**src/rtl/blockxfer_sequencer.sv**
```systemverilog
`default_nettype none
// ============================================================================
// Module   : blockxfer_sequencer
// Purpose  : LDM/STM micro-op sequencer in Decode. Holds a block-transfer
//            instruction while it walks the 16-bit register list. It emits
//            one single-register micro-op per cycle (register number and byte
//            offset from Rn). An optional base-writeback micro-op follows.
// Ports    : clk, reset         - clock, synchronous active-high reset
//            InstrD/InstrValidD - instruction in Decode and its valid flag
//            StallD/FlushD      - hazard-unit Decode stall / flush
//            SeqHoldD           - hold Fetch/Decode, suppress normal issue
//            UopValidD          - micro-op outputs valid this cycle
//            UopRegD/UopOffsetD - register and signed byte offset from Rn
//            UopLoadD           - 1 = load, 0 = store
//            UopWritebackD      - micro-op writes Rn + UopOffsetD back to Rn
//            UopLastD           - final micro-op of the instruction
// Revision : 1.0 - initial release
// ============================================================================
module blockxfer_sequencer (
    input  logic        clk,
    input  logic        reset,
    input  logic [31:0] InstrD,
    input  logic        InstrValidD,
    input  logic        StallD,
    input  logic        FlushD,
    output logic        SeqHoldD,
    output logic        UopValidD,
    output logic [3:0]  UopRegD,
    output logic [7:0]  UopOffsetD,
    output logic        UopLoadD,
    output logic        UopWritebackD,
    output logic        UopLastD
);

    localparam logic [1:0] c_IDLE = 2'd0;
    localparam logic [1:0] c_XFER = 2'd1;
    localparam logic [1:0] c_WB   = 2'd2;

    // Sequencer state
    logic [1:0]  r_state;
    logic [15:0] r_list;       // registers still to be emitted
    logic [3:0]  r_rn;
    logic        r_load;
    logic        r_wb_en;      // writeback micro-op follows the transfers
    logic [7:0]  r_wb_off;     // +4N or -4N
    logic [7:0]  r_next_off;   // offset of the next transfer micro-op

    // Registered micro-op outputs
    logic        r_uop_valid;
    logic [3:0]  r_uop_reg;
    logic [7:0]  r_uop_off;
    logic        r_uop_load;
    logic        r_uop_wb;
    logic        r_uop_last;

    // Instruction field decode
    logic        w_is_blk;
    logic [15:0] w_instr_list;
    logic        w_p;
    logic        w_u;
    logic        w_w;
    logic        w_l;
    logic [3:0]  w_rn;
    logic [4:0]  w_n;
    logic [7:0]  w_n4;
    logic [7:0]  w_start_off;
    logic [7:0]  w_new_wb_off;
    logic        w_new_wb_en;
    logic        w_unused_bits;

    // Sequencing
    logic        w_last_shown;
    logic        w_start_req;
    logic [15:0] w_src_list;
    logic [15:0] w_rest;
    logic [3:0]  w_pick;
    logic [7:0]  w_off_now;
    logic        w_load_now;
    logic        w_wbe_now;
    logic [1:0]  w_state_nxt;
    logic        w_emit;
    logic        w_emit_wb;

    assign w_is_blk      = InstrValidD & (InstrD[27:25] == 3'b100);
    assign w_instr_list  = InstrD[15:0];
    assign w_p           = InstrD[24];
    assign w_u           = InstrD[23];
    assign w_w           = InstrD[21];
    assign w_l           = InstrD[20];
    assign w_rn          = InstrD[19:16];
    assign w_unused_bits = ^{InstrD[31:28], InstrD[22]};

    // Population count of the incoming register list
    always_comb begin
        w_n = 5'd0;
        for (int i = 0; i < 16; i++) begin
            w_n = w_n + {4'd0, w_instr_list[i]};
        end
    end

    // 4N is at most 64, so it always fits as a positive 8-bit value
    assign w_n4 = {1'b0, w_n, 2'b00};

    // Start offset for IA / IB / DA / DB addressing
    always_comb begin
        w_start_off = 8'd0;
        case ({w_p, w_u})
            2'b01:   w_start_off = 8'd0;
            2'b11:   w_start_off = 8'd4;
            2'b00:   w_start_off = 8'd4 - w_n4;
            default: w_start_off = 8'd0 - w_n4;
        endcase
    end

    assign w_new_wb_off = w_u ? w_n4 : (8'd0 - w_n4);
    // A loaded base register wins over the writeback value
    assign w_new_wb_en  = w_w & ~(w_l & w_instr_list[w_rn]);

    // While the final micro-op is on the outputs, InstrD is still the block
    // transfer that produced it; it must not be accepted a second time.
    assign w_last_shown = r_uop_valid & r_uop_last;
    assign w_start_req  = (r_state == c_IDLE) & w_is_blk & (|w_instr_list) & ~w_last_shown;

    // The first micro-op is taken straight from InstrD so that it is
    // registered at the end of the acceptance cycle.
    assign w_src_list = (r_state == c_IDLE) ? w_instr_list : r_list;
    assign w_rest     = w_src_list & (w_src_list - 16'd1);
    assign w_off_now  = (r_state == c_IDLE) ? w_start_off : r_next_off;
    assign w_load_now = (r_state == c_IDLE) ? w_l : r_load;
    assign w_wbe_now  = (r_state == c_IDLE) ? w_new_wb_en : r_wb_en;

    // Lowest set bit of the list being walked
    always_comb begin
        w_pick = 4'd0;
        for (int i = 15; i >= 0; i--) begin
            if (w_src_list[i]) begin
                w_pick = 4'(i);
            end
        end
    end

    // Next-state logic
    always_comb begin
        w_state_nxt = r_state;
        w_emit      = 1'b0;
        w_emit_wb   = 1'b0;
        case (r_state)
            c_IDLE: begin
                if (w_start_req && !StallD) begin
                    w_emit = 1'b1;
                end
            end
            c_XFER: begin
                if (!StallD) begin
                    w_emit = 1'b1;
                end
            end
            c_WB: begin
                if (!StallD) begin
                    w_emit_wb   = 1'b1;
                    w_state_nxt = c_IDLE;
                end
            end
            default: w_state_nxt = c_IDLE;
        endcase
        if (w_emit) begin
            if (w_rest != 16'd0) begin
                w_state_nxt = c_XFER;
            end else if (w_wbe_now) begin
                w_state_nxt = c_WB;
            end else begin
                w_state_nxt = c_IDLE;
            end
        end
    end

    // State and output registers
    always_ff @(posedge clk) begin
        if (reset || FlushD) begin
            r_state     <= c_IDLE;
            r_list      <= 16'd0;
            r_rn        <= 4'd0;
            r_load      <= 1'b0;
            r_wb_en     <= 1'b0;
            r_wb_off    <= 8'd0;
            r_next_off  <= 8'd0;
            r_uop_valid <= 1'b0;
            r_uop_reg   <= 4'd0;
            r_uop_off   <= 8'd0;
            r_uop_load  <= 1'b0;
            r_uop_wb    <= 1'b0;
            r_uop_last  <= 1'b0;
        end else begin
            r_state <= w_state_nxt;
            if (w_emit && (r_state == c_IDLE)) begin
                r_rn     <= w_rn;
                r_load   <= w_l;
                r_wb_en  <= w_new_wb_en;
                r_wb_off <= w_new_wb_off;
            end
            if (w_emit) begin
                r_list      <= w_rest;
                r_next_off  <= w_off_now + 8'd4;
                r_uop_valid <= 1'b1;
                r_uop_reg   <= w_pick;
                r_uop_off   <= w_off_now;
                r_uop_load  <= w_load_now;
                r_uop_wb    <= 1'b0;
                r_uop_last  <= (w_rest == 16'd0) & ~w_wbe_now;
            end else if (w_emit_wb) begin
                r_uop_valid <= 1'b1;
                r_uop_reg   <= r_rn;
                r_uop_off   <= r_wb_off;
                r_uop_load  <= r_load;
                r_uop_wb    <= 1'b1;
                r_uop_last  <= 1'b1;
            end else if (!StallD) begin
                r_uop_valid <= 1'b0;
                r_uop_reg   <= 4'd0;
                r_uop_off   <= 8'd0;
                r_uop_load  <= 1'b0;
                r_uop_wb    <= 1'b0;
                r_uop_last  <= 1'b0;
            end
            // StallD with nothing emitted: outputs hold and re-present
        end
    end

    assign SeqHoldD      = ~reset & (w_start_req | (r_state != c_IDLE));
    assign UopValidD     = r_uop_valid;
    assign UopRegD       = r_uop_reg;
    assign UopOffsetD    = r_uop_off;
    assign UopLoadD      = r_uop_load;
    assign UopWritebackD = r_uop_wb;
    assign UopLastD      = r_uop_last;

endmodule
`default_nettype wire

```
**config.mk**
```make
export PLATFORM = sky130hd
export DESIGN_NAME = blockxfer_sequencer
export DESIGN_NICKNAME = d
export VERILOG_FILES = /design/src/rtl/blockxfer_sequencer.sv
export SDC_FILE = /design/constraint.sdc
export NUM_CORES = 1
export LEC_CHECK = 0
export CAP_MARGIN = 10
export CORE_ASPECT_RATIO = 0.8
export CORE_MARGIN = 3
export CORE_UTILIZATION = 45
export DETAILED_ROUTE_END_ITERATION = 8
export MAX_ROUTING_LAYER = met4
export PLACE_DENSITY = 0.68
export SLEW_MARGIN = 20
export SYNTH_ARGS = -nofsm -noshare
export SYNTH_HDL_FRONTEND = slang
export SYNTH_SLANG_ARGS = --single-unit
```
**constraint.sdc**
```tcl
create_clock -name clk -period 9.4 [get_ports clk]
set_input_delay 1.88 -clock clk [delete_from_list [all_inputs] [get_ports clk]]
set_output_delay 1.88 -clock clk [all_outputs]
set_load 0.01 [all_outputs]
```
==> reports/summary.txt, run 1 <==
Status: complete, no violations
Remaining global-route overflow: 0
Mapped Cells: 460
PnR Total Power: 771 uW
Post-synthesis adder-cell area fraction: 0.0853
Post-synthesis xor/xnor area fraction: 0.0300
Effective utilization at floorplan: 0.480
PortBufs: 48
Max frequency: 141 MHz
Worst min-delay path class: register to register
Worst setup path endpoint: r_next_off[6]$_SDFFE_PP0P_
Crit path launch type: input pin
H-tree lvl count: 2
RSZ-0062 raised after global routing: false
Netlist area before placement: 3670 um2
Pre-CTS WS: 2060 ps
Die area: 9280 um2
Post-DP HPWL: 7450 um
Post-synth EDFFs: 0
Yosys warnings: 0
Crit path max fanout: 6
Flop-to-flop setup slack: 6060 ps
Register share of total power: 0.296
P_sw: 294 uW
Most frequent cells after synthesis: nor2_1, dfxtp_1, nand2_1
Max-Cap Viols: 0
Final WS setup: 2300 ps
Largest net degree at the start of global routing: 49
Final ANT Viol Nets: 0
Floorplan core area: 7640 um2
DRC: 0
Setup TNS: 0 ps
Initial antenna violation count: 0
Drt first-iter violations: 247
Pleak: 0.00157 uW
Post-synth top area cell: dfxtp_1
Main combinational cell family by area after synthesis: compound AO/OA/AOI/OAI gates
Worst hold slack: 461 ps
Final Critical Period: 7100 ps
Boundary Pins: 54
Pint: 477 uW
Relative slew margins: 0.287
CP endpoint kind: register
Synth Area in Compound Gates: 0.241
Worst-margin pin slew: 1070 ps
Via density: 5.86
CTS tree: built
Row cnt: 28
P&R area growth vs syn: 17.0%
Vias in the first global route: 3267
Period Utilization, post-route: 0.756
Syn Area/Cell: 7.97 um2
Synth top area share: 0.289
Sw Ratio: 0.382
R2R Path Start: r_state[0]$_SDFFE_PP0P_
Inserted Clock Buffers: 5
Cell variety after synth: 65
# fillers: 782
Share of cells above drive strength 1: 0.0690
Final hold vios: 0
CTS sink count: 53
CTS max path bufs: 2
Drt pass-1 iters: 5
Wire length per cell: 16.8 um
Combinational share of power: 0.500
Worst-case reg-to-reg path depth: 8
FF-to-FF End: r_list[3]$_SDFFE_PP0P_
Skew-Pair Late Insertion Delay: 310 ps
# hold bufs at CTS: 0
Synth Flop Type: dfxtp_1
Crit path from: InstrD[0]
#FFs+latches synth: 53
Fraction of registers with async set or reset after synthesis: 0
GRT Util Overall: 0.229
Final nets: 548
Simple logic cell fraction of the synthesized area: 0.223
Post-CTS sizing: 0
Footprint of the multi-input gates: 2370 um2
PD cells: 180 nW/um2
Multiplexer area fraction after synthesis: 0.0665
Setup Fix Bufs, Post-CTS: 0
Syn_nets: 516
Wire length of the first global-routing pass: 16600 um
Chip Width: 107 um
Storage cell area: 1060 um2
Routed wire length: 10000 um
Req. time, crit path: 9620 ps
Clk network pwr share: 0.204
Skew final: 11.3 ps
Height of the die: 86.7 um
Via Count: 3506
Synth area leaders: dfxtp_1, a21oi_1, nor2_1
Seq/Total Area, Yosys: 0.289
Pins Over Slew Limit: 0
Max IR drop VDD: 0.252 mV
Arrival @ worst endpoint: 7320 ps
Top-count cell post-synth: nor2_1
Kind of critical path: input pin to register
# setup viols final: 0
Routability Congestion: 0.893
Clk root buf: clkbuf_8
Diodes inserted: 0
Reg clk slew, reported paths: 100 ps
==> stage by stage <==
step	util	std cells	area [um2]
floorplan	-	460	3670
global placement	0.547	590	4180
detailed placement	0.547	590	4180
CTS	0.562	598	4290
global route	0.562	598	4290
finish	0.562	598	4290
==> critical path, cell delays in order <==
cell	delay [ps]
clkdlybuf4s50_1	620
inv_1	130
fa_1	570
inv_1	60
fa_1	480
fa_1	510
inv_1	50
fa_1	420
inv_1	60
ha_1	180
inv_1	60
fa_1	450
xor2_1	390
ha_1	260
nand2_1	80
xnor3_1	350
a22o_1	270
nand3_1	120
xnor2_1	120
nand2_1	70
a21oi_1	180
==> metal layers <==
layer  track usage  wire length, um  vias up
met5             -                0        -
met4        0.0372               97        0
met3        0.0454              811       10
met2         0.359             4630      127
met1         0.314             4510     1657
li1              -                -     1712
==> how the worst min path moves through the flow <==
stage,from,to,slack (ps),cells past startpoint
floorplan,r_wb_en$_SDFFE_PP0P_,r_wb_en$_SDFFE_PP0P_,430,2
global placement,r_wb_en$_SDFFE_PP0P_,r_wb_en$_SDFFE_PP0P_,440,2
detailed placement,r_next_off[4]$_SDFFE_PP0P_,r_next_off[4]$_SDFFE_PP0P_,450,2
CTS,r_rn[3]$_SDFFE_PP0P_,r_rn[3]$_SDFFE_PP0P_,460,2
global route,r_wb_off[2]$_SDFFE_PP0P_,r_wb_off[2]$_SDFFE_PP0P_,490,2
finish,r_wb_en$_SDFFE_PP0P_,r_wb_en$_SDFFE_PP0P_,460,2
==> power groups by stage <==
stage / Sequential [uW] / Clock (uW) / Combinational, uW
global route: 229 / 168 / 438
CTS: 228 / 160 / 387
finish: 228 / 157 / 385
detailed placement: 234 / 0 / 384
global placement: 234 / 0 / 373
floorplan: 234 / 0 / 291
==> cell families after synthesis <==
group | Yosys count
muxes | 18
adders and majority gates | 19
xor gates and xnor gates | 11
AOI/OAI and AO/OA | 137
DFF | 53
buffers and inverters | 55
and+or+nand+nor | 167
==> final cells by class <==
type,count,area share
multi-input cells,352,0.552
flip-flops and latches,53,0.247
repair buffers,53,0.121
well taps,105,0.0306
inverters,27,0.0236
clock buffers,6,0.0169
clock inverters,2,0.00904
==> state kept, by name, indices dropped and copies added (netlist names), 2 cells and up <==
register and flops:
r_list 15, UopOffsetD 8, r_next_off 8, r_wb_off 6, UopRegD 4, r_rn 4, r_state 2
==> cells in the final DEF (no fill, tap or decap), types with 3 or more instances in the layout <==
| cell | synthesis | final |
|---|---|---|
| buf_4 | 3 | 5 |
| clkbuf_8 | 0 | 5 |
| nor3b_1 | 3 | 3 |
| a31oi_1 | 7 | 7 |
| clkdlybuf4s50_1 | 0 | 48 |
| ha_1 | 9 | 9 |
| dfxtp_1 | 53 | 53 |
| mux2i_1 | 12 | 12 |
| nand2_1 | 53 | 53 |
| a211oi_1 | 10 | 10 |
| o211ai_1 | 5 | 5 |
| nand3_1 | 8 | 8 |
| o21ai_1 | 7 | 7 |
| mux4_2 | 5 | 5 |
| o21a_1 | 5 | 5 |
| nor3_1 | 12 | 12 |
| and3_1 | 5 | 5 |
| nor2_1 | 56 | 56 |
| xor2_1 | 7 | 7 |
| inv_1 | 27 | 27 |
| a32oi_1 | 5 | 5 |
| o22ai_1 | 5 | 5 |
| nor2b_1 | 8 | 8 |
| fa_1 | 10 | 10 |
| o21ai_0 | 21 | 21 |
| a22o_1 | 3 | 3 |
| a21oi_1 | 45 | 45 |
| xnor2_1 | 3 | 3 |
| a221oi_1 | 7 | 7 |
| nand4_1 | 3 | 3 |
Power figures use the tool's default switching activity.
==> inputs of run 2 (changes only) <==
Clock period 9.4 ns to 6.6 ns, I/O delays scaled along.
==> reports/summary.txt, run 2 (synthesized netlist as in run 1, its figures left out) <==
Via Count: 3567 (was 3506)
CTS sink count: 53 (unchanged)
Placed cell count: 603 (was 590)
Vias in the first global route: 3427 (was 3267)
Drt first-iter violations: 340 (was 247)
Worst-margin pin slew: 1040 ps (was 1070 ps)
Slowest cell on the critical path: fa_1 (was clkdlybuf4s50_1)
Final hold vios: 0 (unchanged)
# fillers: 769 (was 782)
Worst min-delay path class: register to register (unchanged)
Footprint of the multi-input gates: 2370 um2 (unchanged)
DRC: 0 (unchanged)
PD cells: 255 nW/um2 (was 180 nW/um2)
Period Utilization, post-route: 0.928
Req. time, crit path: 6810 ps (was 9620 ps)
CTS max path bufs: 2 (unchanged)
Floorplan core area: 7640 um2 (unchanged)
Reg clk slew, reported paths: 100 ps (about the same)
Setup Fix Bufs, Post-CTS: 0 (unchanged)
Setup TNS: 0 ps (unchanged)
Status: complete, no violations (unchanged)
# setup viols final: 0 (unchanged)
Post-CTS sizing: 0 (unchanged)
Post-DP Area: 4280 um2 (was 4180 um2)
Inserted Clock Buffers: 5 (unchanged)
Final Critical Period: 6120 ps
CP Cell Sequence: clkdlybuf4s50_1 > inv_1 > fa_1 > inv_1 > fa_1 > fa_1 > inv_1 > fa_1 > inv_1 > ha_1 > inv_1 > fa_1 > ha_1 > nand2_1 > o21ai_1 > a21boi_0 > o221ai_1 > o21ai_1 > nand3_1 > nand4_1 > o211ai_1 (was clkdlybuf4s50_1 > inv_1 > fa_1 > inv_1 > fa_1 > fa_1 > inv_1 > fa_1 > inv_1 > ha_1 > inv_1 > fa_1 > xor2_1 > ha_1 > nand2_1 > xnor3_1 > a22o_1 > nand3_1 > xnor2_1 > nand2_1 > a21oi_1)
Skew final: 5.34 ps (was 11.3 ps)
Wire length of the first global-routing pass: 17300 um (was 16600 um)
Kind of critical path: input pin to register (unchanged)
Crit path max fanout: 4 (was 6)
Design Area, Final: 4370 um2 (was 4290 um2)
Largest net degree at the start of global routing: 49 (unchanged)
Chip Width: 107 um (unchanged)
Wire length per cell: 16.9 um (was 16.8 um)
# hold bufs at CTS: 0 (unchanged)
Height of the die: 86.7 um (unchanged)
Die area: 9280 um2 (unchanged)
Routed wire length: 10300 um (was 10000 um)
Crit path launch type: input pin (unchanged)
CTS tree: built (unchanged)
GRT Util Overall: 0.238 (was 0.229)
Pleak: 0.00162 uW (was 0.00157 uW)
Max IR drop VDD: 0.352 mV (was 0.252 mV)
Arrival @ worst endpoint: 6330 ps (was 7320 ps)
Final ANT Viol Nets: 0 (unchanged)
Max frequency: 163 MHz
Non-Filler Instances: 611 (was 598)
Max incr delay on CP: 550 ps (was 620 ps)
Commonest non-fill, non-tap cell in the layout: nor2_1 (unchanged)
Pins Over Slew Limit: 0 (unchanged)
Post-DP HPWL: 7610 um (was 7450 um)
Worst hold slack: 457 ps (was 461 ps)
Effective utilization at floorplan: 0.480 (unchanged)
Routability Congestion: 0.897 (was 0.893)
H-tree lvl count: 2 (unchanged)
Max-Cap Viols: 0 (unchanged)
PortBufs: 48 (unchanged)
Drt pass-1 iters: 5 (unchanged)
Most frequent cells in the layout: nor2_1, dfxtp_1, nand2_1 (unchanged)
Remaining global-route overflow: 0 (unchanged)
Register with the most flip-flops: r_list (unchanged)
PnR Total Power: 1110 uW (was 771 uW)
Flip-flop count of the largest register after layout: 15 (unchanged)
Row cnt: 28 (unchanged)
Boundary Pins: 54 (unchanged)
Relative slew margins: 0.303 (was 0.287)
Final nets: 561 (was 548)
P&R area growth vs syn: 19.0% (was 17.0%)
Diodes inserted: 0 (unchanged)
Via density: 5.84 (was 5.86)
Clk root buf: clkbuf_8 (unchanged)
RSZ-0062 raised after global routing: false (unchanged)
Storage cell area: 1060 um2 (unchanged)
Share of cells above drive strength 1: 0.0929 (was 0.0690)
Initial antenna violation count: 0 (unchanged)
CP endpoint kind: register (unchanged)
Skew-Pair Late Insertion Delay: 310 ps (about the same)
run 2: power breakdown:
part / internal (uW) / total, uW / leakage [uW] / switching [uW]
combinational: 277 / 596 / 0.00115 / 319
clock: 75.2 / 192 / 0.0000374 / 117
sequential: 323 / 325 / 0.000428 / 2.47
total: 676 / 1110 / 0.00162 / 438
run 2: cell type report:
cell class,count,area share
Timing Repair Buffer,66,0.141
Tap cell,105,0.0301
Clock inverter,2,0.00344
Inverter,27,0.0232
Multi-Input combinational cell,352,0.543
Sequential cell,53,0.243
Clock buffer,6,0.0166
run 2: critical path, delay by kind of cell:
| family | cells | cell delay [ps] |
|---|---|---|
| AOI/OAI and AO/OA | 5 | 910 |
| adders and majority gates | 7 | 2920 |
| buffers and inverters | 6 | 800 |
| and+or+nand+nor | 3 | 380 |
run 2: metal layers:
layer  up-vias  track usage  share of wire
li1       1736            -              -
met1      1696        0.319           0.45
met3        10       0.0521          0.071
met2       125        0.374           0.47
met5         -            -              0
met4         0       0.0465         0.0082
run 2: worst paths after layout:
kind	start	endpoint	slack (ps)	cells after the start
hold reg to reg	r_wb_en$_SDFFE_PP0P_	r_wb_en$_SDFFE_PP0P_	460	2
hold / removal	r_wb_en$_SDFFE_PP0P_	r_wb_en$_SDFFE_PP0P_	460	2
setup reg to reg	r_state[0]$_SDFFE_PP0P_	r_state[0]$_SDFFE_PP0P_	3320	8
setup / recovery	InstrD[0]	r_next_off[7]$_SDFFE_PP0P_	480	21
run 2: per-stage QoR:
| stage | util | setup WS (ps) |
|---|---|---|
| after floorplan | - | 918 |
| after global placement | 0.560 | 228 |
| after detailed placement | 0.560 | 112 |
| after CTS | 0.572 | 440 |
| after global routing | 0.572 | 69.8 |
| final | 0.572 | 476 |
==> inputs of run 3 (changes only) <==
Settings changed: CORE_MARGIN 3 to 2, CTS_CLUSTER_SIZE set to 40.
Clock period 6.6 ns to 6.5 ns, I/O delays scaled along.
==> reports/summary.txt, run 3 (synthesized netlist as in run 1, its figures left out) <==
Routability Congestion: 0.917 (was 0.897)
Post-DP Area: 4270 um2 (was 4280 um2)
Kind of critical path: input pin to register (unchanged)
Drt first-iter violations: 275 (was 340)
Skew final: 12.2 ps (was 5.34 ps)
Relative slew margins: 0.347 (was 0.303)
Vias in the first global route: 3411 (was 3427)
Register with the most flip-flops: r_list (unchanged)
Diodes inserted: 0 (unchanged)
Worst-margin pin slew: 980 ps (was 1040 ps)
Final Core Density: 0.551 (was 0.572)
GRT Util Overall: 0.243 (was 0.238)
CTS max path bufs: 2 (unchanged)
Setup TNS: 0 ps (unchanged)
Reg clk slew, reported paths: 100 ps (about the same)
CP endpoint kind: register (unchanged)
Most frequent cells in the layout: nor2_1, dfxtp_1, nand2_1 (unchanged)
Setup Fix Bufs, Post-CTS: 0 (unchanged)
H-tree lvl count: 2 (unchanged)
Max-Cap Viols: 0 (unchanged)
Worst-case reg-to-reg path depth: 8 (unchanged)
Remaining global-route overflow: 0 (unchanged)
Die area: 8890 um2 (was 9280 um2)
Crit path max fanout: 4 (unchanged)
Drt pass-1 iters: 5 (unchanged)
Period Utilization, post-route: 0.932
Flop-to-flop setup slack: 3260 ps (was 3320 ps)
PortBufs: 48 (unchanged)
Register share of total power: 0.301 (was 0.292)
RSZ-0062 raised after global routing: false (unchanged)
P_sw: 429 uW (was 438 uW)
Sw Ratio: 0.391 (was 0.394)
Boundary Pins: 54 (unchanged)
Effective utilization at floorplan: 0.464 (was 0.480)
Flip-flop count of the largest register after layout: 15 (unchanged)
# hold bufs at CTS: 0 (unchanged)
Floorplan core area: 7910 um2 (was 7640 um2)
CTS sink count: 53 (unchanged)
Final hold vios: 0 (unchanged)
Status: complete, no violations (unchanged)
Post-CTS sizing: 0 (unchanged)
Pint: 669 uW (was 676 uW)
Max frequency: 165 MHz
P&R area growth vs syn: 18.9% (was 19.0%)
Largest net degree at the start of global routing: 49 (unchanged)
Final nets: 560 (was 561)
Final Critical Period: 6060 ps
FF-to-FF End: r_list[3]$_SDFFE_PP0P_ (was r_state[0]$_SDFFE_PP0P_)
Design Area, Final: 4360 um2 (was 4370 um2)
Via Count: 3537 (was 3567)
Clk root buf: clkbuf_8 (unchanged)
Pins Over Slew Limit: 0 (unchanged)
Height of the die: 84.7 um (was 86.7 um)
Routed wire length: 10300 um (about the same)
Hold endpoint: r_rn[1]$_SDFFE_PP0P_ (was r_wb_en$_SDFFE_PP0P_)
Inserted Clock Buffers: 5 (unchanged)
Post-DP HPWL: 7640 um (was 7610 um)
Worst min-delay path class: register to register (unchanged)
Chip Width: 105 um (was 107 um)
Req. time, crit path: 6720 ps (was 6810 ps)
PD cells: 252 nW/um2 (was 255 nW/um2)
Hold_sp: r_rn[1]$_SDFFE_PP0P_ (was r_wb_en$_SDFFE_PP0P_)
Final ANT Viol Nets: 0 (unchanged)
# setup viols final: 0 (unchanged)
Pleak: 0.00161 uW (was 0.00162 uW)
Crit path launch type: input pin (unchanged)
R2R Path Start: r_state[0]$_SDFFE_PP0P_ (unchanged)
Max IR drop VDD: 0.373 mV (was 0.352 mV)
Clk network pwr share: 0.171 (was 0.172)
Skew-Pair Late Insertion Delay: 310 ps (about the same)
DRC: 0 (unchanged)
Row cnt: 29 (was 28)
Commonest non-fill, non-tap cell in the layout: nor2_1 (unchanged)
Initial antenna violation count: 0 (unchanged)
# fillers: 793 (was 769)
Share of cells above drive strength 1: 0.0911 (was 0.0929)
Wire length per cell: 16.8 um (was 16.9 um)
WHS Path Cells: 2 (unchanged)
Combinational share of power: 0.528 (was 0.535)
Wire length of the first global-routing pass: 17100 um (was 17300 um)
Arrival @ worst endpoint: 6280 ps (was 6330 ps)
Via density: 5.77 (was 5.84)
CTS tree: built (unchanged)
run 3: cell count changes in the layout (fill, tap and decap cells not counted), sizes merged:
cell	previous run	this run
buf	18	17
run 3: cell type report:
class	count	area (um2)	area share
repair buffers	65	608	0.139
clock inverters	2	15.0	0.00344
clock buffers	6	72.6	0.0166
well taps	108	135	0.0310
multi-input cells	352	2370	0.543
flip-flops and latches	53	1060	0.243
inverters	27	101	0.0232
run 3: worst max-delay path, stage by stage:
cell and delay [ps]:
clkdlybuf4s50_1 470, inv_1 70, fa_1 540, inv_1 50
fa_1 480, fa_1 520, inv_1 50, fa_1 420
inv_1 70, ha_1 180, inv_1 60, fa_1 560
ha_1 260, nand2_1 70, o21ai_1 180, a21boi_0 250
o221ai_1 140, o21ai_1 140, buf_4 150, xnor2_1 110
nand2_1 70, a21oi_1 140
run 3: worst max-delay path by stage:
stage	start	end	slack, ps	cells past startpoint
after global routing	InstrD[1]	r_next_off[7]$_SDFFE_PP0P_	120	22
after CTS	InstrD[0]	r_next_off[6]$_SDFFE_PP0P_	450	22
final	InstrD[0]	r_next_off[6]$_SDFFE_PP0P_	440	22
after detailed placement	InstrD[0]	r_next_off[7]$_SDFFE_PP0P_	150	20
after floorplan	InstrD[0]	r_next_off[7]$_SDFFE_PP0P_	840	19
after global placement	InstrD[0]	r_next_off[7]$_SDFFE_PP0P_	220	20
run 3: layer usage:
metal	wire, um	track usage	up-vias	share of wire
met1	4650	0.314	1685	0.45
li1	-	-	1725	-
met2	4880	0.402	114	0.47
met4	146	0.0461	0	0.014
met5	0	-	-	0
met3	610	0.0458	13	0.059
run 3: stage by stage:
stage | worst slack [ps] | hold WS, ps | cells | total power (uW)
after floorplan | 838 | 431 | 460 | 758
after CTS | 446 | 461 | 613 | 1100
after detailed placement | 146 | 447 | 605 | 913
after global routing | 116 | 488 | 613 | 1190
final | 442 | 461 | 613 | 1100
after global placement | 216 | 438 | 605 | 897
run 3: power by group through the flow:
stage / registers (uW) / clock network (uW) / logic (uW)
4_1_cts: 330 / 191 / 581
2_1_floorplan: 338 / 0 / 420
3_3_place_gp: 338 / 0 / 560
6_report: 330 / 188 / 580
5_1_grt: 331 / 204 / 654
3_5_place_dp: 338 / 0 / 576
